File: config.mk
export PLATFORM = sky130hd
export DESIGN_NAME = fetch_pair_buffer
export DESIGN_NICKNAME = d
export VERILOG_FILES = /design/src/rtl/fetch_pair_buffer_pkg.sv /design/src/rtl/fetch_pair_buffer_fifo_mem.sv /design/src/rtl/fetch_pair_buffer.sv
export SDC_FILE = /design/constraint.sdc
export NUM_CORES = 1
export LEC_CHECK = 0
export ABC_CLOCK_PERIOD_IN_PS = 5500
export CAP_MARGIN = 20
export CORE_MARGIN = 5
export CORE_UTILIZATION = 34
export CTS_CLUSTER_DIAMETER = 80
export DETAILED_ROUTE_END_ITERATION = 16
export GPL_TIMING_DRIVEN = 0
export PLACE_DENSITY = 0.56
export SETUP_SLACK_MARGIN = 0.02
export SYNTH_ARGS = -nofsm -noshare
export SYNTH_HDL_FRONTEND = slang
export SYNTH_SLANG_ARGS = --single-unit
File: constraint.sdc
create_clock -name clk -period 5.5 [get_ports clk]
set_input_delay 0.825 -clock clk [delete_from_list [all_inputs] [get_ports clk]]
set_output_delay 0.825 -clock clk [all_outputs]
set_load 0.02 [all_outputs]
File: src/rtl/fetch_pair_buffer_pkg.sv
// rtl/fetch_pair_buffer_pkg.sv - shared fetch/scheduler constants, state encoding and pop helper
package fetch_pair_buffer_pkg;

    // Fetch FSM state encoding (kept as plain constants for legacy tools)
    typedef logic [1:0] fpb_state_t;
    localparam fpb_state_t S_IDLE    = 2'd0;
    localparam fpb_state_t S_REQ     = 2'd1;
    localparam fpb_state_t S_DISCARD = 2'd2;

    // First fetch address after reset and the sequential fetch stride
    localparam logic [31:0] FPB_RESET_PC = 32'h0000_0000;
    localparam logic [31:0] FPB_PC_STEP  = 32'd4;

    // Number of words the dual-issue scheduler consumes this cycle:
    // any lane freeze stalls both lanes, otherwise take up to two.
    function automatic logic [1:0] pair_pop_count(
        input logic frozen,
        input logic has_one,
        input logic has_two
    );
        if (frozen)  return 2'd0;
        if (has_two) return 2'd2;
        if (has_one) return 2'd1;
        return 2'd0;
    endfunction

endpackage

File: src/rtl/fetch_pair_buffer_fifo_mem.sv
// rtl/fetch_pair_buffer_fifo_mem.sv - DEPTH x 32 storage, one write port, reads at head and head+1
module fetch_pair_buffer_fifo_mem #(
    parameter int DEPTH = 8,
    parameter int AW    = $clog2(DEPTH)
) (
    input  logic          clk,
    input  logic          i_we,
    input  logic [AW-1:0] i_waddr,
    input  logic [31:0]   i_wdata,
    input  logic [AW-1:0] i_raddr,
    output logic [31:0]   o_rdata0,
    output logic [31:0]   o_rdata1
);

    logic [31:0]   r_mem [DEPTH];
    logic [AW-1:0] w_raddr1;

    // Second read port looks one slot past the head, wrapping naturally
    assign w_raddr1 = i_raddr + AW'(1);

    // Store the fetched word at the tail slot
    always_ff @(posedge clk) begin
        if (i_we) begin
            r_mem[i_waddr] <= i_wdata;
        end
    end

    assign o_rdata0 = r_mem[i_raddr];
    assign o_rdata1 = r_mem[w_raddr1];

endmodule

File: src/rtl/fetch_pair_buffer.sv
// rtl/fetch_pair_buffer.sv - single-outstanding instruction fetch feeding a two-wide issue FIFO
module fetch_pair_buffer
    import fetch_pair_buffer_pkg::*;
#(
    parameter int          DEPTH    = 8,
    parameter logic [31:0] RESET_PC = FPB_RESET_PC
) (
    input  logic                   clk,
    input  logic                   rst,
    input  logic                   fetch_en,
    input  logic                   redirect,
    input  logic [31:0]            redirect_pc,
    output logic                   mem_req,
    output logic [31:0]            mem_addr,
    input  logic                   mem_ack,
    input  logic [31:0]            mem_rdata,
    input  logic                   freeze1,
    input  logic                   freeze2,
    output logic [31:0]            instruction0,
    output logic [31:0]            instruction1,
    output logic                   nothing_filled,
    output logic [$clog2(DEPTH):0] count
);

    localparam int AW = $clog2(DEPTH);
    localparam int CW = AW + 1;
    localparam logic [CW-1:0] C_DEPTH = CW'(DEPTH);
    localparam logic [CW-1:0] C_TWO   = CW'(2);

    fpb_state_t    r_state;
    logic [31:0]   r_pc;
    logic [31:0]   r_addr;
    logic [AW-1:0] r_rd_ptr;
    logic [AW-1:0] r_wr_ptr;
    logic [CW-1:0] r_count;

    logic          w_push;
    logic [1:0]    w_pop_cnt;
    logic [31:0]   w_rd0;
    logic [31:0]   w_rd1;
    logic          w_has_one;
    logic          w_has_two;

    assign w_has_one = (r_count != '0);
    assign w_has_two = (r_count >= C_TWO);

    // Words consumed by the scheduler this cycle
    always_comb begin
        w_pop_cnt = pair_pop_count(freeze1 | freeze2, w_has_one, w_has_two);
    end

    // Only a live (non-discarded, non-redirected) response is written
    assign w_push = (r_state == S_REQ) && mem_ack && !redirect;

    // Fetch FSM: issue one request at a time, drop the response after a redirect
    always_ff @(posedge clk) begin
        if (rst) begin
            r_state <= S_IDLE;
            r_pc    <= RESET_PC;
            r_addr  <= RESET_PC;
        end else begin
            case (r_state)
                S_IDLE: begin
                    if (redirect) begin
                        r_pc <= redirect_pc;
                    end else if (fetch_en && (r_count < C_DEPTH)) begin
                        r_addr  <= r_pc;
                        r_state <= S_REQ;
                    end
                end
                S_REQ: begin
                    if (redirect) begin
                        r_pc    <= redirect_pc;
                        r_state <= mem_ack ? S_IDLE : S_DISCARD;
                    end else if (mem_ack) begin
                        r_pc    <= r_pc + FPB_PC_STEP;
                        r_state <= S_IDLE;
                    end
                end
                S_DISCARD: begin
                    if (redirect) begin
                        r_pc <= redirect_pc;
                    end
                    if (mem_ack) begin
                        r_state <= S_IDLE;
                    end
                end
                default: r_state <= S_IDLE;
            endcase
        end
    end

    // FIFO bookkeeping: redirect flushes, otherwise push and pop both apply
    always_ff @(posedge clk) begin
        if (rst || redirect) begin
            r_rd_ptr <= '0;
            r_wr_ptr <= '0;
            r_count  <= '0;
        end else begin
            r_rd_ptr <= r_rd_ptr + AW'(w_pop_cnt);
            r_wr_ptr <= r_wr_ptr + AW'(w_push);
            r_count  <= r_count + CW'(w_push) - CW'(w_pop_cnt);
        end
    end

    fetch_pair_buffer_fifo_mem #(
        .DEPTH (DEPTH),
        .AW    (AW)
    ) u_fifo_mem (
        .clk      (clk),
        .i_we     (w_push),
        .i_waddr  (r_wr_ptr),
        .i_wdata  (mem_rdata),
        .i_raddr  (r_rd_ptr),
        .o_rdata0 (w_rd0),
        .o_rdata1 (w_rd1)
    );

    assign mem_req        = (r_state == S_REQ) || (r_state == S_DISCARD);
    assign mem_addr       = r_addr;
    assign nothing_filled = !w_has_one;
    assign instruction0   = w_has_one ? w_rd0 : 32'h0;
    assign instruction1   = w_has_two ? w_rd1 : 32'h0;
    assign count          = r_count;

endmodule

Word-level counts from Yosys, hierarchy flattened
Memories as Yosys holds them, arrays and structs flattened. A register that Yosys moved wholly into a read port is not among the register bits. Index checks and enable logic that the tools add are counted.

Register bits after elaboration: 76. RAM bits: 256. Bits of input ports: 71. Output and inout port bits: 102. Logic and storage cells: 64. Memories: 1.

$add $sub $neg: 6. Order comparisons: 2. Eq/ne operators: 6. Mux-type cells: 27. Bitwise operators: 2. Reduce and logical (&&, ||, !) cells: 14.

Memories: u_fifo_mem.r_mem (depth 8, bits a word 32, rd ports 2, clocked after Yosys merged registers in 1, wr ports 1, line fetch_pair_buffer_fifo_mem.sv:15) `logic [31:0] r_mem [DEPTH];`.

Operators by type and width (count): 32-bit two-way mux (5); 32-bit one-hot mux with 2 select lines (1); 32-bit by 3-bit adder with 32-bit output (second input constant) (1); 2-bit two-way mux (11); 1-bit two-way mux (8); 2-bit one-hot mux with 3 select lines (1); 3-bit AND reduction (2); 4-bit by 1-bit adder with 4-bit output (1); 4-bit by 2-bit >= comparator with 1-bit output (second input constant) (1); 4-bit less-than comparator (second input constant) (1); 2-bit != test (second input constant) (2); 4-bit nonzero test (1); 4-bit by 2-bit subtractor with 4-bit output (1); 3-bit by 1-bit adder with 3-bit output (1); 3-bit by 1-bit adder with 3-bit output (second input constant) (1); 3-bit by 2-bit adder with 3-bit output (1); 1-bit logical AND (3); 3-bit two-way mux (1); 3-bit != test (second input constant) (1); 2-bit by 1-bit equality test with 1-bit output (second input constant) (1); 2-bit equality test (second input constant) (1); 1-bit logical NOT (2); 2-bit logical NOT (1); 1-bit logical OR (2); 6 further kinds (6).

Longest topological paths before layout
Word-level depth: 10. Mapped depth: 10. Mapped depth without buffers: 10.

Cells and area by module
Synthesis repeated with hierarchy kept, for this count alone.

Cells, all modules: 1287. Area, all modules: 16364.4 um2.

Modules (own cells, without submodules): fetch_pair_buffer_fifo_mem (instances 1, cells an instance 721, area an instance 12102.9 um2, sequential area each 7687.4 um2); fetch_pair_buffer (instances 1, cells an instance 566, area an instance 4261.6 um2, sequential area each 1521.5 um2).

Least setup slack after synthesis
Ideal clock, no wire load.

Kind: input-to-reg. From: input port redirect. To: memory u_fifo_mem.r_mem[0][0], enable pin. Library setup time: 0.461 ns. Arrival: 3.640 ns. Required time: 5.039 ns. Setup slack: 1.398 ns. Cell stages on the path: 6. Buffers on the path: 1. Cells stage by stage: clkbuf_1 nor2b_1 nand2_1 inv_1 nand2b_1 nor3_1.

Cells in the longest elaborated chain, start to end: 4.

RTL lines: start: declaration (line fetch_pair_buffer.sv:11) `input logic redirect,`; 1-bit logical NOT (line fetch_pair_buffer.sv:53) `assign w_push = (r_state == S_REQ) && mem_ack && !redirect;`; 1-bit logical AND (line fetch_pair_buffer.sv:53); 1-bit two-way mux (line fetch_pair_buffer_fifo_mem.sv:23) `if (i_we) begin`; 1-bit two-way mux (not written as such) (line fetch_pair_buffer_fifo_mem.sv:24) `r_mem[i_waddr] <= i_wdata;`; end: declaration (line fetch_pair_buffer_fifo_mem.sv:15).

No other way between the ends.

Final worst setup path
From: register r_rd_ptr[1]. To: output port instruction1[28].

Cells in the longest elaborated chain, start to end: 3.

RTL lines: start: declaration (line fetch_pair_buffer.sv:33) `logic [AW-1:0] r_rd_ptr;`; start signal: assignment (line fetch_pair_buffer.sv:100) `r_rd_ptr <= r_rd_ptr + AW'(w_pop_cnt);`; 3-bit by 1-bit adder with 3-bit output (line fetch_pair_buffer_fifo_mem.sv:19) `assign w_raddr1 = i_raddr + AW'(1);`; memory read 8 x 32 bit; 32-bit two-way mux (line fetch_pair_buffer.sv:123) `assign instruction1 = w_has_two ? w_rd1 : 32'h0;`; end: declaration (line fetch_pair_buffer.sv:20) `output logic [31:0] instruction1,`.

No other way between the ends.

==> impl_metrics.yaml <==
setup_path:
  r2r_setup_slack_ns: 2.12
  cp.arrival_ns: 3.90
  cp-start-kind: "flip-flop"
  cp-end-kind: "output port"
  crit_type: "reg2out"
  cp.required_ns: 4.68
  worstPathMaxFanout: 10
  crit-reg2reg-launch: "count[3]"
  rr_endpoint: "count[3]"
  rr_worst_depth: 10
yosys:
  netlist.area_leader.share_pct: 49.4
  synth_cells: 1097
  yosys.area.top_type: "edfxtp_1"
  synth_seq_cells: 332
  synth_edf_count: 256
  synthFlopType: "edfxtp_1"
  syn-num-nets: 1184
  yosysSeqAreaShare_pct: 59.2
  ys_async_sr_fraction_pct: 0
  synth.cell_area_sq_um: 15500
  syn_avg_cell_area_sq_um: 14.2
  yosys_warnings: 0
  synth_cell_types: 57
  netlist_top_cells_area: "edfxtp_1 (49%), mux4_2 (19%), dfxtp_1 (9.8%)"
hold_path:
  hp-class: "reg2reg"
  hold_end: "mem_addr[24]"
  worstHoldStart: "mem_addr[24]"
  min_delay_path_depth: 2
timing:
  period_minus_slack_ns: 4.73
  setup_viol_count_final: 0
  worst_pin_slew_ns: 1.01
  hold_viol: 0
  max_freq_mhz: 211
  tns_ns: 0
  finalMaxSlewViolations: 0
  max_slew_margin_pct: 32.2
  fin_crit_sh_pct: 86.0
  finalWorstSetupSlack_ns: 0.770
  rsz0062_at_grt: "no"
  skew_ns: 0.00939
cts:
  numClockSinks: 332
  postCtsSetupBuffers: 0
  hold_buffers: 0
  numCtsBuffers: 38
  clk_pin_slew_ns: 0.05
  cts_buffer_depth: 3
  cts-root-buf: "clkbuf_16"
  clock_latency_ns: 0.55
  cts_tree: "yes"
  h-tree-depth: 2
  cts_resized: 0
power_and_ir_drop:
  power_switching_uw: 1520
  p_leak_uw: 0.00610
  pwr_density_cell_nw_per_um2: 306
  p_comb_share_pct: 13.8
  p_total_uw: 5960
  vdd_drop_max_v: 0.000193
  switching_share_pct: 25.5
  seq_power_share_pct: 46.6
  p_int_uw: 4440
  p_clk_share_pct: 39.6
layout:
  final_common_cell: "edfxtp_1"
  nets: 1413
  syn2layout_area_growth_pct: 25.2
  diodes: 0
  final_cell_mix: "edfxtp_1 (256), clkdlybuf4s50_1 (172), nand2_1 (161), mux4_2 (128), a21oi_1 (91)"
  final_layout_size_suffix_gt1_share_pct: 17.7
floorplan:
  rows: 78
  initial_core_util_pct: 34.3
  coreArea_sq_um: 45300
  die_y_microns: 224
  dieArea_sq_um: 50100
  ios: 173
  die_width_microns: 224
grt:
  antenna_found_initial: 3
  grt_usage_pct: 17.8
  overflow: 0
  grt_first_pass_wirelength_microns: 67500
  grt_max_degree: 22
  first_global_vias: 10800
routing:
  drc: 0
  routed_via_density: 5.33
  drt-total-wl_microns: 45100
  final_antenna_net_count: 0
  drt_iter0_markers: 802
  wl_per_cell_microns: 23.1
  route.vias.total: 10400
  dr.pass1.iters: 5
place:
  dpl.hpwl_microns: 31600
  preCtsSetupSlack_ns: 1.33
  place.gp.congestion: 0.847
  portBuffers: 172
flow_run:
  maxCapViolCount: 0
status:
  status: "completed"
synthesized netlist by cell type (2+ instances only):
library cell,number
o22ai_1,3
and4_1,2
ha_1,14
o221a_2,3
o21ai_0,16
fa_1,2
o32ai_1,2
or2_2,2
nor3b_1,2
inv_1,12
buf_2,18
nand2_1,161
mux2i_1,42
a211oi_1,4
clkbuf_1,46
a311oi_1,4
a2111oi_0,3
nor4_1,5
nand3_1,18
nand2b_1,6
nor3_1,16
or3_1,2
a32oi_1,5
and4_2,3
a22oi_1,2
a21oi_1,91
xnor2_1,6
o211ai_1,2
a21o_1,5
mux4_2,128
nand4_1,7
edfxtp_1,256
and2_1,8
dfxtp_1,76
a31oi_1,7
nor2_1,78
xor2_1,2
buf_1,12
and3_1,5
o31ai_1,3
a41oi_1,2
state kept, by name (all words and copies together) (netlist names):
signal            count
r_state               2
mem_addr             32
u_fifo_mem.r_mem    256
r_rd_ptr              3
r_wr_ptr              3
count                 4
r_pc                 32
worst max-delay path, cell delays in order (launching register included):
cell and delay [ns]:
dfxtp_1 0.34, ha_1 0.28, buf_2 0.32, buf_2 0.41
clkbuf_1 0.60, mux4_2 0.33, nand2_1 0.05, a21oi_1 0.35
clkdlybuf4s50_1 0.68
cells by family (layout without fill, tap and decap cells):
kind of cell             count (synthesis)  count (layout)  share of synthesized area, %
adder cells (fa/ha/maj)                 16              16                          1.38
buffers and inverters                   90             346                          2.39
multiplexers                           170             170                          21.2
flip-flops                             332             332                          59.2
AND/OR/NAND/NOR                        323             323                          9.22
AO/OA/AOI/OAI                          158             158                          6.08
XOR/XNOR                                 8               8                         0.451
power by group through the flow:
stage               clock network, uW  logic (uW)  registers [uW]
floorplan                           0         411            2830
global placement                    0         822            2830
detailed placement                  0         833            2830
CTS                              2420         836            2770
global route                     2540         884            2780
finish                           2360         823            2780
how the worst max path moves through the flow:
stage	start	end	slack, ns	cells past startpoint
finish	r_rd_ptr[1]	instruction1[28]	0.77	8
global route	r_rd_ptr[0]	instruction1[28]	0.61	8
floorplan	redirect	u_fifo_mem.r_mem[0][0]	1.40	6
detailed placement	r_rd_ptr[0]	instruction1[12]	1.33	8
CTS	r_rd_ptr[0]	instruction1[12]	0.73	8
global placement	redirect	u_fifo_mem.r_mem[0][14]	-1.82	7
per-stage QoR:
| stage | std cells | area (sq um) | hold WS, ns | utilization, % |
|---|---|---|---|---|
| 2_1_floorplan | 1097 | 15500 | 0.431 | - |
| 3_3_place_gp | 1869 | 18000 | 0.452 | 39.8 |
| 3_5_place_dp | 1884 | 18300 | 0.450 | 40.4 |
| 4_1_cts | 1951 | 19400 | 0.459 | 42.9 |
| 5_1_grt | 1953 | 19500 | 0.479 | 43.0 |
| 6_report | 1953 | 19500 | 0.455 | 43.0 |
layer usage:
metal | vias up | track usage, % | wire length (microns)
met5 | - | 0 | 27
met2 | 375 | 31.0 | 22800
li1 | 4725 | - | -
met3 | 61 | 4.21 | 3240
met1 | 5248 | 22.6 | 18200
met4 | 4 | 3.97 | 862
final cells by class:
class / count / area, sq um
inverter: 12 / 45.0
multi-input combinational: 675 / 6020
sequential: 332 / 9210
clock inverter: 19 / 125
tap: 600 / 751
buffer: 78 / 327
fill: 4174 / 25800
clock buffer: 48 / 1020
timing repair buffer: 189 / 1960
No activity file was read; power rests on OpenSTA's default activity.
